### src/rtl/lsu_mem_ctrl.sv
// lsu_mem_ctrl: load/store initiator between the datapath and a word-addressed
// data memory. Sub-word stores are done as read-modify-write; loads return
// sign- or zero-extended lane data. One request is outstanding at a time.
// Optional build macro MISALIGN_TRAP_EN: misaligned requests respond with
// rsp_err instead of being silently aligned.
`timescale 1ns/1ps
module lsu_mem_ctrl #(
  parameter int N     = 32,
  parameter int DEPTH = 32
) (
  input  logic         clk,
  input  logic         rst,
  input  logic         req_valid,
  output logic         req_ready,
  input  logic         req_we,
  input  logic [1:0]   req_size,
  input  logic         req_unsigned,
  input  logic [N-1:0] req_addr,
  input  logic [N-1:0] req_wdata,
  output logic         rsp_valid,
  output logic [N-1:0] rsp_rdata,
  output logic         rsp_err,
  output logic [N-1:0] mem_addr,
  output logic [N-1:0] mem_wdata,
  output logic         mem_we,
  input  logic [N-1:0] mem_rdata
);

  localparam int AW = (DEPTH > 1) ? $clog2(DEPTH) : 1;

  localparam logic [1:0] SZ_BYTE = 2'b00;
  localparam logic [1:0] SZ_HALF = 2'b01;
  localparam logic [1:0] SZ_WORD = 2'b10;

  typedef enum logic [1:0] {IDLE, READ, WRITE, RESP} state_t;

  state_t      state;
  logic        r_we;
  logic        r_unsigned;
  logic [1:0]  r_size;
  logic [1:0]  r_lane;
  logic [15:0] r_wdata;

  logic [1:0]   acc_size;
  logic [1:0]   acc_lane;
  logic         acc_mis;
  logic         acc_trap;
  logic [N-1:0] acc_index;

  logic [4:0]   sh_amt;
  logic [N-1:0] rd_shift;
  logic [N-1:0] load_ext;
  logic [N-1:0] lane_mask;
  logic [N-1:0] lane_data;
  logic [N-1:0] merged;

  // Upper address bits beyond the memory depth wrap away by design.
  logic unused_bits;
  assign unused_bits = &{1'b0, acc_mis, req_addr[N-1:AW+2]};

  // Word index truncated to the memory depth (modulo DEPTH).
  assign acc_index = {{(N-AW){1'b0}}, req_addr[AW+1:2]};
  assign sh_amt    = {r_lane, 3'b000};

  // Decode the incoming request: normalised size, aligned lane, misalignment.
  always_comb begin
    acc_size = (req_size == 2'b11) ? SZ_WORD : req_size;
    acc_lane = req_addr[1:0];
    acc_mis  = 1'b0;
    if (acc_size == SZ_HALF) begin
      acc_mis  = req_addr[0];
      acc_lane = {req_addr[1], 1'b0};
    end else if (acc_size == SZ_WORD) begin
      acc_mis  = |req_addr[1:0];
      acc_lane = 2'b00;
    end
    acc_trap = 1'b0;
`ifdef MISALIGN_TRAP_EN
    acc_trap = acc_mis;
`endif
  end

  // Lane extraction for loads and lane merge for sub-word stores.
  always_comb begin
    rd_shift  = mem_rdata >> sh_amt;
    load_ext  = rd_shift;
    lane_mask = '1;
    lane_data = {{(N-16){1'b0}}, r_wdata};
    case (r_size)
      SZ_BYTE: begin
        load_ext  = r_unsigned ? {{(N-8){1'b0}}, rd_shift[7:0]}
                               : {{(N-8){rd_shift[7]}}, rd_shift[7:0]};
        lane_mask = {{(N-8){1'b0}}, 8'hFF} << sh_amt;
        lane_data = {{(N-8){1'b0}}, r_wdata[7:0]} << sh_amt;
      end
      SZ_HALF: begin
        load_ext  = r_unsigned ? {{(N-16){1'b0}}, rd_shift[15:0]}
                               : {{(N-16){rd_shift[15]}}, rd_shift[15:0]};
        lane_mask = {{(N-16){1'b0}}, 16'hFFFF} << sh_amt;
        lane_data = {{(N-16){1'b0}}, r_wdata} << sh_amt;
      end
      default: ;
    endcase
    merged = (mem_rdata & ~lane_mask) | (lane_data & lane_mask);
  end

  // Request FSM with registered handshake, memory and response outputs.
  always_ff @(posedge clk) begin
    if (rst) begin
      state      <= IDLE;
      req_ready  <= 1'b1;
      rsp_valid  <= 1'b0;
      rsp_rdata  <= '0;
      rsp_err    <= 1'b0;
      mem_we     <= 1'b0;
      mem_addr   <= '0;
      mem_wdata  <= '0;
      r_we       <= 1'b0;
      r_unsigned <= 1'b0;
      r_size     <= '0;
      r_lane     <= '0;
      r_wdata    <= '0;
    end else begin
      case (state)
        IDLE: begin
          if (req_valid && req_ready) begin
            req_ready  <= 1'b0;
            r_we       <= req_we;
            r_unsigned <= req_unsigned;
            r_size     <= acc_size;
            r_lane     <= acc_lane;
            r_wdata    <= req_wdata[15:0];
            if (acc_trap) begin
              // Trapped access skips memory entirely.
              state     <= RESP;
              rsp_valid <= 1'b1;
              rsp_err   <= 1'b1;
              rsp_rdata <= '0;
            end else begin
              mem_addr <= acc_index;
              if (req_we && acc_size == SZ_WORD) begin
                state     <= WRITE;
                mem_we    <= 1'b1;
                mem_wdata <= req_wdata;
              end else begin
                state <= READ;
              end
            end
          end
        end
        READ: begin
          if (r_we) begin
            state     <= WRITE;
            mem_we    <= 1'b1;
            mem_wdata <= merged;
          end else begin
            state     <= RESP;
            rsp_valid <= 1'b1;
            rsp_rdata <= load_ext;
          end
        end
        WRITE: begin
          state     <= RESP;
          mem_we    <= 1'b0;
          rsp_valid <= 1'b1;
          rsp_rdata <= '0;
        end
        RESP: begin
          state     <= IDLE;
          rsp_valid <= 1'b0;
          rsp_err   <= 1'b0;
          rsp_rdata <= '0;
          req_ready <= 1'b1;
        end
        default: state <= IDLE;
      endcase
    end
  end

endmodule

### config.mk
export PLATFORM = sky130hd
export DESIGN_NAME = lsu_mem_ctrl
export DESIGN_NICKNAME = d
export VERILOG_FILES = /design/src/rtl/lsu_mem_ctrl.sv
export SDC_FILE = /design/constraint.sdc
export NUM_CORES = 1
export LEC_CHECK = 0
export CAP_MARGIN = 20
export CORE_MARGIN = 2
export CORE_UTILIZATION = 48
export DETAILED_ROUTE_END_ITERATION = 6
export GPL_TIMING_DRIVEN = 1
export PLACE_DENSITY = 0.9
export SETUP_SLACK_MARGIN = 0.15
export SYNTH_ARGS = -nofsm -noshare
export SYNTH_HDL_FRONTEND = slang
export SYNTH_SLANG_ARGS = --single-unit
### constraint.sdc
create_clock -name clk -period 4.2 [get_ports clk]
set_clock_uncertainty 0.2 [all_clocks]
set_input_delay 0.42 -clock clk [delete_from_list [all_inputs] [get_ports clk]]
set_output_delay 0.42 -clock clk [all_outputs]
set_load 0.05 [all_outputs]
==> results of run 1 <==
==> routing by layer <==
metal	wire length (um)	vias to the layer above
met5	0	-
met4	666	0
met3	1580	62
met2	8130	336
met1	6810	2508
li1	-	2446
==> cell families after synthesis <==
family,after synthesis
adders and majority gates,5
and+or+nand+nor,213
muxes,32
DFF,96
AOI/OAI and AO/OA,200
buffers and inverters,87
other,1
==> critical path, stage by stage, from the launching register on <==
cell	delay [ps]
dfxtp_1	410
inv_1	100
ha_1	330
a21o_1	540
nor3_4	600
buf_4	310
nand2_1	170
o21ai_0	230
==> synth_stat cells (all sizes together) (2+ instances only) <==
master / count
or2: 2
nand2: 117
a22oi: 8
nor2b: 3
clkbuf: 31
a21boi: 2
nor2: 50
inv: 7
buf: 49
a22o: 8
a32oi: 16
nand3b: 17
mux2i: 16
nor3: 5
a211oi: 20
ha: 5
a21oi: 61
mux4: 8
nand2b: 4
mux2: 8
o21ai: 34
a221oi: 7
dfxtp: 96
o21a: 4
o22ai: 8
o31ai: 24
nand3: 11
==> final cells by class <==
| class | instances | area, um2 |
|---|---|---|
| Timing Repair Buffer | 156 | 1570 |
| Sequential cell | 96 | 1920 |
| Clock buffer | 10 | 138 |
| Multi-Input combinational cell | 478 | 2950 |
| Inverter | 7 | 28.8 |
| Clock inverter | 6 | 68.8 |
| Tap cell | 140 | 175 |
| Fill cell | 900 | 3900 |
==> cell usage in the layout (no fill, tap or decap), drive strengths merged, types with 2 or more instances in the layout <==
| cell | instances |
|---|---|
| clkdlybuf4s50 | 148 |
| nand2 | 117 |
| dfxtp | 96 |
| a21oi | 61 |
| nor2 | 50 |
| o21ai | 34 |
| conb | 28 |
| o31ai | 24 |
| a211oi | 20 |
| nand3b | 17 |
| a32oi | 16 |
| mux2i | 16 |
| nand3 | 11 |
| clkbuf | 10 |
| mux4 | 8 |
| mux2 | 8 |
| a22oi | 8 |
| o22ai | 8 |
| a22o | 8 |
| buf | 8 |
| a221oi | 7 |
| inv | 7 |
| ha | 5 |
| nor3 | 5 |
| o21a | 4 |
| nand2b | 4 |
| clkinv | 4 |
| nor2b | 3 |
| or2 | 2 |
| a21boi | 2 |
==> worst max path at each step <==
stage	end	depth (start not counted)	slack [ps]
2_1_floorplan	mem_wdata[2]	7	2040
3_3_place_gp	mem_wdata[9]	7	1270
3_5_place_dp	mem_wdata[10]	7	1150
4_1_cts	mem_wdata[10]	7	1120
5_1_grt	rsp_rdata[22]	6	970
6_report	rsp_rdata[14]	7	1190
==> through the flow <==
step	instance area, um2	hold WS, ps	utilization (%)	power, mW
final	6850	267	63.7	4.59
after global routing	6850	291	63.7	4.82
after CTS	6820	267	63.5	4.55
after detailed placement	6620	247	61.6	3.92
after global placement	6600	236	61.4	3.83
after floorplan	5350	249	-	3.16
==> registers in the layout, summed over array words and instances (netlist names) <==
register / cells
mem_addr: 5
mem_wdata: 32
mem_we: 1
r_lane: 2
r_size: 2
r_unsigned: 1
r_wdata: 16
r_we: 1
req_ready: 1
rsp_rdata: 32
rsp_valid: 1
state: 2
==> power groups by stage <==
stage,registers (mW),clock network (mW),logic (mW)
finish,1.38,0.632,2.58
global route,1.41,0.676,2.74
CTS,1.37,0.633,2.54
detailed placement,1.39,0,2.53
global placement,1.38,0,2.46
floorplan,2.06,0,1.10
==> results.env, run 1 <==
DRV.MAX_CAP_VIOLATION_COUNT=0
FINAL.PERIOD_UTILIZATION_PCT=71.6
FIRST_ITER_VIOLATIONS=529
DETAIL_ROUTE.WL_PER_CELL_UM=19.2
SYNTHSIMPLEGATEAREAFRAC_PCT=17.9
CORE_AREA_UM2=10700
NNETSFINAL=856
POWER.SWITCHING_mW=2.30
YOSYSTOPAREACELL='dfxtp_1'
FINAL-SETUP-VIOL-COUNT=0
SYNTH_TOP_AREA_SHARE_PCT=36.6
GRT_OVERFLOW_TOTAL=0
FINALWEIGHTEDCONGESTION=0.928
IO_PINS=203
PWR-SHARE-SEQ_PCT=30.1
ANTENNADIODECOUNT=0
SYNTH_XOR_XNOR_AREA_SHARE_PCT=0
EDFF_COUNT_SYNTH=0
ENDPOINT_KIND='flop'
POST_SYNTH_INSTANCE_AREA_UM2=5250
LAYOUT_MIN_CYCLE_TIME_PS=3010
TIMING.CRITICAL_PATH.FROM_TYPE='flop'
FINAL_LAYOUT_SIZE_SUFFIX_GT1_SHARE_PCT=9.16
INTERNAL_POWER_mW=2.29
DRCVIOLATIONCOUNT=0
POWER.CLOCK.FRACTION_PCT=13.8
YOSYS-TOP-CELLS-AREA='dfxtp_1, nand2_1, a21oi_1'
GRT_SETUP_UNREPAIRED='no'
MUXSHAREOFSYNTHAREA_PCT=8.20
CLOCK_LATENCY_PS=380
SYNTHTOLAYOUTAREAGROWTH_PCT=30.5
FP.DIEAREA_UM2=11800
TIMING.HOLD.WORST.CLASS='reg -> reg'
SYNTH_SEQUENTIAL_AREA_RATIO_PCT=36.6
IR_DROP_WORST_VDD_mV=0.538
SYNTHCELLS=634
SETUP.WORST_PATH.START='state[1]'
POST-PLACE-WS_PS=1150
DRTANTENNAVIOLNETS=0
CTS-BUFFERS-INSERTED=9
CTS-RESIZED-GATES=0
SYNTH_TOP_FAMILY_BY_AREA='compound AO/OA/AOI/OAI gates'
SYNTH.AVG_CELL_AREA_UM2=8.28
POWER_PER_UNIT_OF_STANDARD_CELL_AREA_nW_PER_UM2=670
TNS_PS=0
SYNTH_COMPOUND_AREA_SHARE_PCT=26.9
DOMINANTREGCELLSYNTH='dfxtp_1'
YS_SEQ_ELEMENTS=96
CRIT_PATH_REQUIRED_TIME_PS=4290
TIMING.HOLD.WORST_ENDPOINT='mem_addr[1]'
CRITICALPATHCATEGORY='reg -> reg'
IO_BUFFERS=149
REPORT.FINAL.HOLD_VIOL_COUNT=0
ASYNCSETRESETFLOPFRACSYNTH_PCT=0
TIMING_MAX_TRANSITION_VIOLATIONS_FINAL=0
POWER.STATIC_LEAKAGE_nW=2.42
PLACEDCELLCOUNT=876
PLACE_HPWL_MM=12.6
ROW_COUNT=38
HOLD_PATH.STARTPOINT='mem_addr[1]'
R2R_START='state[1]'
CTS_TREE='done'
TOP_USAGE_LAYER='met2'
CTS.SINK_COUNT=96
POSTLAYOUTSETUPSLACKWORST_PS=1190
POST_CTS_HOLD_BUFFER_COUNT=0
MAX_FREQ_GHz=0.332
OUTCOME='completed'
GRT_PASS1_WL_MM=26.1
DETAIL_ROUTE.VIAS_PER_CELL=5.99
CP_MAX_FO=25
HOLD-PATH-CELL-COUNT=2
PATH_CLK_SLEW_PS=110
CTS_POST_SETUP_BUFFERS_INSERTED=0
INITIAL_CORE_UTIL_PCT=48.8
CP.ARRIVAL_PS=3100
TIMING.RR.END='rsp_rdata[14]'
GROUTE.LAYER.MET2.USAGE_PCT=45.7
MAX-CLOCK-PATH-BUFFERS=2
FIRST_GLOBAL_VIAS=4905
SYNTHADDERAREAFRAC_PCT=1.19
CLOCK_TREE.HTREE_LEVEL_COUNT=3
TOTALWIRELENGTH_MM=17.2
POWER_FRAC_COMB_PCT=56.2
R2R.WORST_PATH.CELLS=7
WORSTMARGINPINSLEW_PS=1120
GLOBALROUTEMET3UTIL_PCT=6.15
DIE_X_UM=109
ROOT_BUFFER_CELL='clkbuf_8'
FIRST_PASS_ITERS=7
FLOORPLAN.DIE.HEIGHT_UM=109
NUM_VIAS=5352
PIN_COUNT_OF_THE_BIGGEST_NET_ENTERING_GLOBAL_ROUTING=54
GLOBALROUTEMET1UTIL_PCT=37.2
YS_TYPES=49
MAXSLEWHEADROOM_PCT=24.9
GRT_USE_TOTAL_PCT=28.7
SW_FRAC_OF_TOTAL_PCT=50.2
INITIAL_ANTENNA_VIOLATION_COUNT=0
LAYOUTNONFILLERINSTCOUNT=893
FF2FF_SETUP_SLACK_PS=1190
YS.WARNINGS.COUNT=0
Note: power is estimated with default switching activity, not from simulation.
==> run 2, diff against run 1 <==
--- a/config.mk
+++ b/config.mk
@@ -7,10 +7,10 @@
 export LEC_CHECK = 0
 export CAP_MARGIN = 20
 export CORE_MARGIN = 2
-export CORE_UTILIZATION = 48
+export CORE_UTILIZATION = 40
 export DETAILED_ROUTE_END_ITERATION = 6
 export GPL_TIMING_DRIVEN = 1
-export PLACE_DENSITY = 0.9
+export PLACE_DENSITY = 0.8
 export SETUP_SLACK_MARGIN = 0.15
 export SYNTH_ARGS = -nofsm -noshare
 export SYNTH_HDL_FRONTEND = slang
==> constraint.sdc (replaced) <==
create_clock -name clk -period 2.4 [get_ports clk]
set_clock_uncertainty 0.2 [all_clocks]
set_input_delay 0.24 -clock clk [delete_from_list [all_inputs] [get_ports clk]]
set_output_delay 0.24 -clock clk [all_outputs]
set_load 0.05 [all_outputs]
==> run 2 against run 1 <==
  * Count of clock-buffer cells in the layout grew 3
  * Core utilization fell by 7.3 points
  * Fmax grew 39%
  * Final cell count grew 5.2%
  * Critical path depth stayed put
  * Non-clock buffer count rose by 15
  * Combinational power grew 81%
  * Sequential share of layout area is 1.2 points lower
  * Sequential power increased by 72%
  * Clock power is 130% higher
  * Flip-flop and latch count stayed put
  * Highest routed layer unchanged
==> results.env, run 2 (synthesized netlist as in run 1, its figures left out) <==
FP.DIEAREA_UM2=14100
FINALWEIGHTEDCONGESTION=0.961
SW_FRAC_OF_TOTAL_PCT=47.2
TIMING.CRITICAL_PATH.FROM_TYPE='flop'
IO_PINS=203
REPORT.FINAL.HOLD_VIOL_COUNT=0
DETAIL_ROUTE.WL_PER_CELL_UM=18.0
CLOCK_LATENCY_PS=350
CTS.SINK_COUNT=96
SYNTHTOLAYOUTAREAGROWTH_PCT=36.7
IR_DROP_WORST_VDD_mV=0.985
POST_CTS_HOLD_BUFFER_COUNT=0
TIMING.CRITICAL_PATH.MAX_DELAY_FAMILY='compound AO/OA/AOI/OAI gates'
MAXSLEWHEADROOM_PCT=57.2
FIRST_GLOBAL_VIAS=4728
TNS_PS=0
FINAL-SETUP-VIOL-COUNT=0
DETAIL_ROUTE.VIAS_PER_CELL=5.49
FINAL_CORE_UTIL_PCT=56.4
CTS_POST_SETUP_BUFFERS_INSERTED=0
DRV.MAX_CAP_VIOLATION_COUNT=0
NUM_VIAS=5151
ROOT_BUFFER_CELL='clkbuf_16'
LAYOUT_MIN_CYCLE_TIME_PS=2160
TIMING_MAX_TRANSITION_VIOLATIONS_FINAL=0
INITIAL_ANTENNA_VIOLATION_COUNT=0
ENDPOINT_KIND='flop'
GRT_USE_TOTAL_PCT=23.5
CORE_AREA_UM2=12700
OUTCOME='completed'
IO_BUFFERS=149
CTS-BUFFERS-INSERTED=9
CP_MAX_FO=32
MOSTFREQUENTLAYOUTCELLS='clkdlybuf4s50_1, nand2_1, dfxtp_1, a21oi_1, nor2_1'
CRITICALPATHCATEGORY='reg -> reg'
HOLD_PATH.STARTPOINT='rst'
GRT_OVERFLOW_TOTAL=0
PWR-SHARE-SEQ_PCT=27.9
MAX_STAGE_DELAY_PS=420
POWER.SWITCHING_mW=4.03
NNETSFINAL=871
INITIAL_CORE_UTIL_PCT=41.3
LARGESTREGISTERS='mem_wdata: 32 flops, rsp_rdata: 32 flops, r_wdata: 16 flops'
INTERNAL_POWER_mW=4.50
POWER_FRAC_COMB_PCT=54.7
FIRST_ITER_VIOLATIONS=460
CRIT_PATH_CELL_TRACE='inv_1 -> ha_2 -> buf_4 -> a21boi_0 -> o41a_1 -> buf_12 -> a22o_1'
DIE_X_UM=119
POWER.CLOCK.FRACTION_PCT=17.4
CP.ARRIVAL_PS=2210
CTS_TREE='done'
FINAL_LAYOUT_SIZE_SUFFIX_GT1_SHARE_PCT=12.0
PLACE_HPWL_MM=12.4
LAYOUT_COMMONEST_CELL='clkdlybuf4s50_1'
TIMING.HOLD.WORST.CLASS='in -> reg'
POWER_PER_UNIT_OF_STANDARD_CELL_AREA_nW_PER_UM2=1190
PIN_COUNT_OF_THE_BIGGEST_NET_ENTERING_GLOBAL_ROUTING=48
ROW_COUNT=41
CRIT_PATH_REQUIRED_TIME_PS=2440
FLOORPLAN.DIE.HEIGHT_UM=119
WORSTMARGINPINSLEW_PS=642
GRT_SETUP_UNREPAIRED='no'
ANTENNADIODECOUNT=0
MAX-CLOCK-PATH-BUFFERS=2
DRCVIOLATIONCOUNT=0
SETUP.WORST_PATH.START='state[0]'
FINALHOLDWORSTSLACK_PS=161
CRIT_BUF_INV=3
POWER.STATIC_LEAKAGE_nW=2.55
CLOCK_TREE.HTREE_LEVEL_COUNT=3
FINAL.PERIOD_UTILIZATION_PCT=90.2
DRTANTENNAVIOLNETS=0
POWER_mW=8.53
R2R_START='state[0]'
FIRST_PASS_ITERS=4
PATH_CLK_SLEW_PS=60
TOTALWIRELENGTH_MM=16.9
GRT_PASS1_WL_MM=26.0
MAX_FREQ_GHz=0.462
WORST_PATH_MAX_DELAY_CELL='o41a_1'
==> run 2: cell types whose count changed in the layout (fill, tap and decap cells not counted), moves of 2 or more <==
cell and change:
buf_12 +3, buf_4 +13, clkbuf_16 +9, clkbuf_8 -7, clkinv_4 -3, dfxtp_1 -2
ha_1 -2, o31ai_1 -2, o31ai_2 +2
==> run 2: worst paths after layout <==
check                               endpoint  slack [ps]  depth (start not counted)
worst max register to register  mem_wdata[6]         240                          7
worst min-delay path              r_wdata[4]         160                          2
worst min register to register  mem_wdata[8]         250                          2
worst max-delay path            mem_wdata[6]         240                          7
==> run 2: what timing repair did <==
action | 4_1_cts | 5_1_grt
resized for setup | 2 | 12
pin swaps | 0 | 1
cloned | 0 | 0
setup endpoints to repair | 8 | 49
==> run 2: through the flow <==
stage | cells | setup slack, ps | cell area, um2
after floorplan | 661 | 238 | 5350
after global placement | 924 | 72.3 | 6810
after detailed placement | 924 | 47.1 | 6810
after CTS | 939 | 157 | 7120
after global routing | 939 | 141 | 7170
final | 939 | 235 | 7170
==> run 2: area by class of cell <==
type                       count  area [um2]
clock buffer                  13         270
clock inverter                 2        37.5
fill                        1187        5550
inverter                       7        28.8
multi-input combinational    478        3000
sequential                    96        1930
tap                          172         215
timing repair buffer         171        1690
==> run 2: worst register-to-register path: stages, from the launching register on <==
cell	delay, ps
dfxtp_2	380
inv_1	90
ha_2	230
buf_4	170
a21boi_0	120
o41a_1	420
buf_12	190
a22o_1	260
==> run 2: power by group through the flow <==
stage	registers, mW	clock network, mW	logic (mW)
after global placement	2.39	0	4.52
after CTS	2.37	1.51	4.59
after floorplan	3.61	0	1.92
after global routing	2.44	1.57	4.95
after detailed placement	2.40	0	4.56
final	2.38	1.48	4.66
==> run 2: routing by layer <==
layer	part of all wire [%]	GRT usage [%]
met1	42	30.4
met2	46	36.5
met3	8.2	6.90
met4	3.1	9.82
met5	0	0
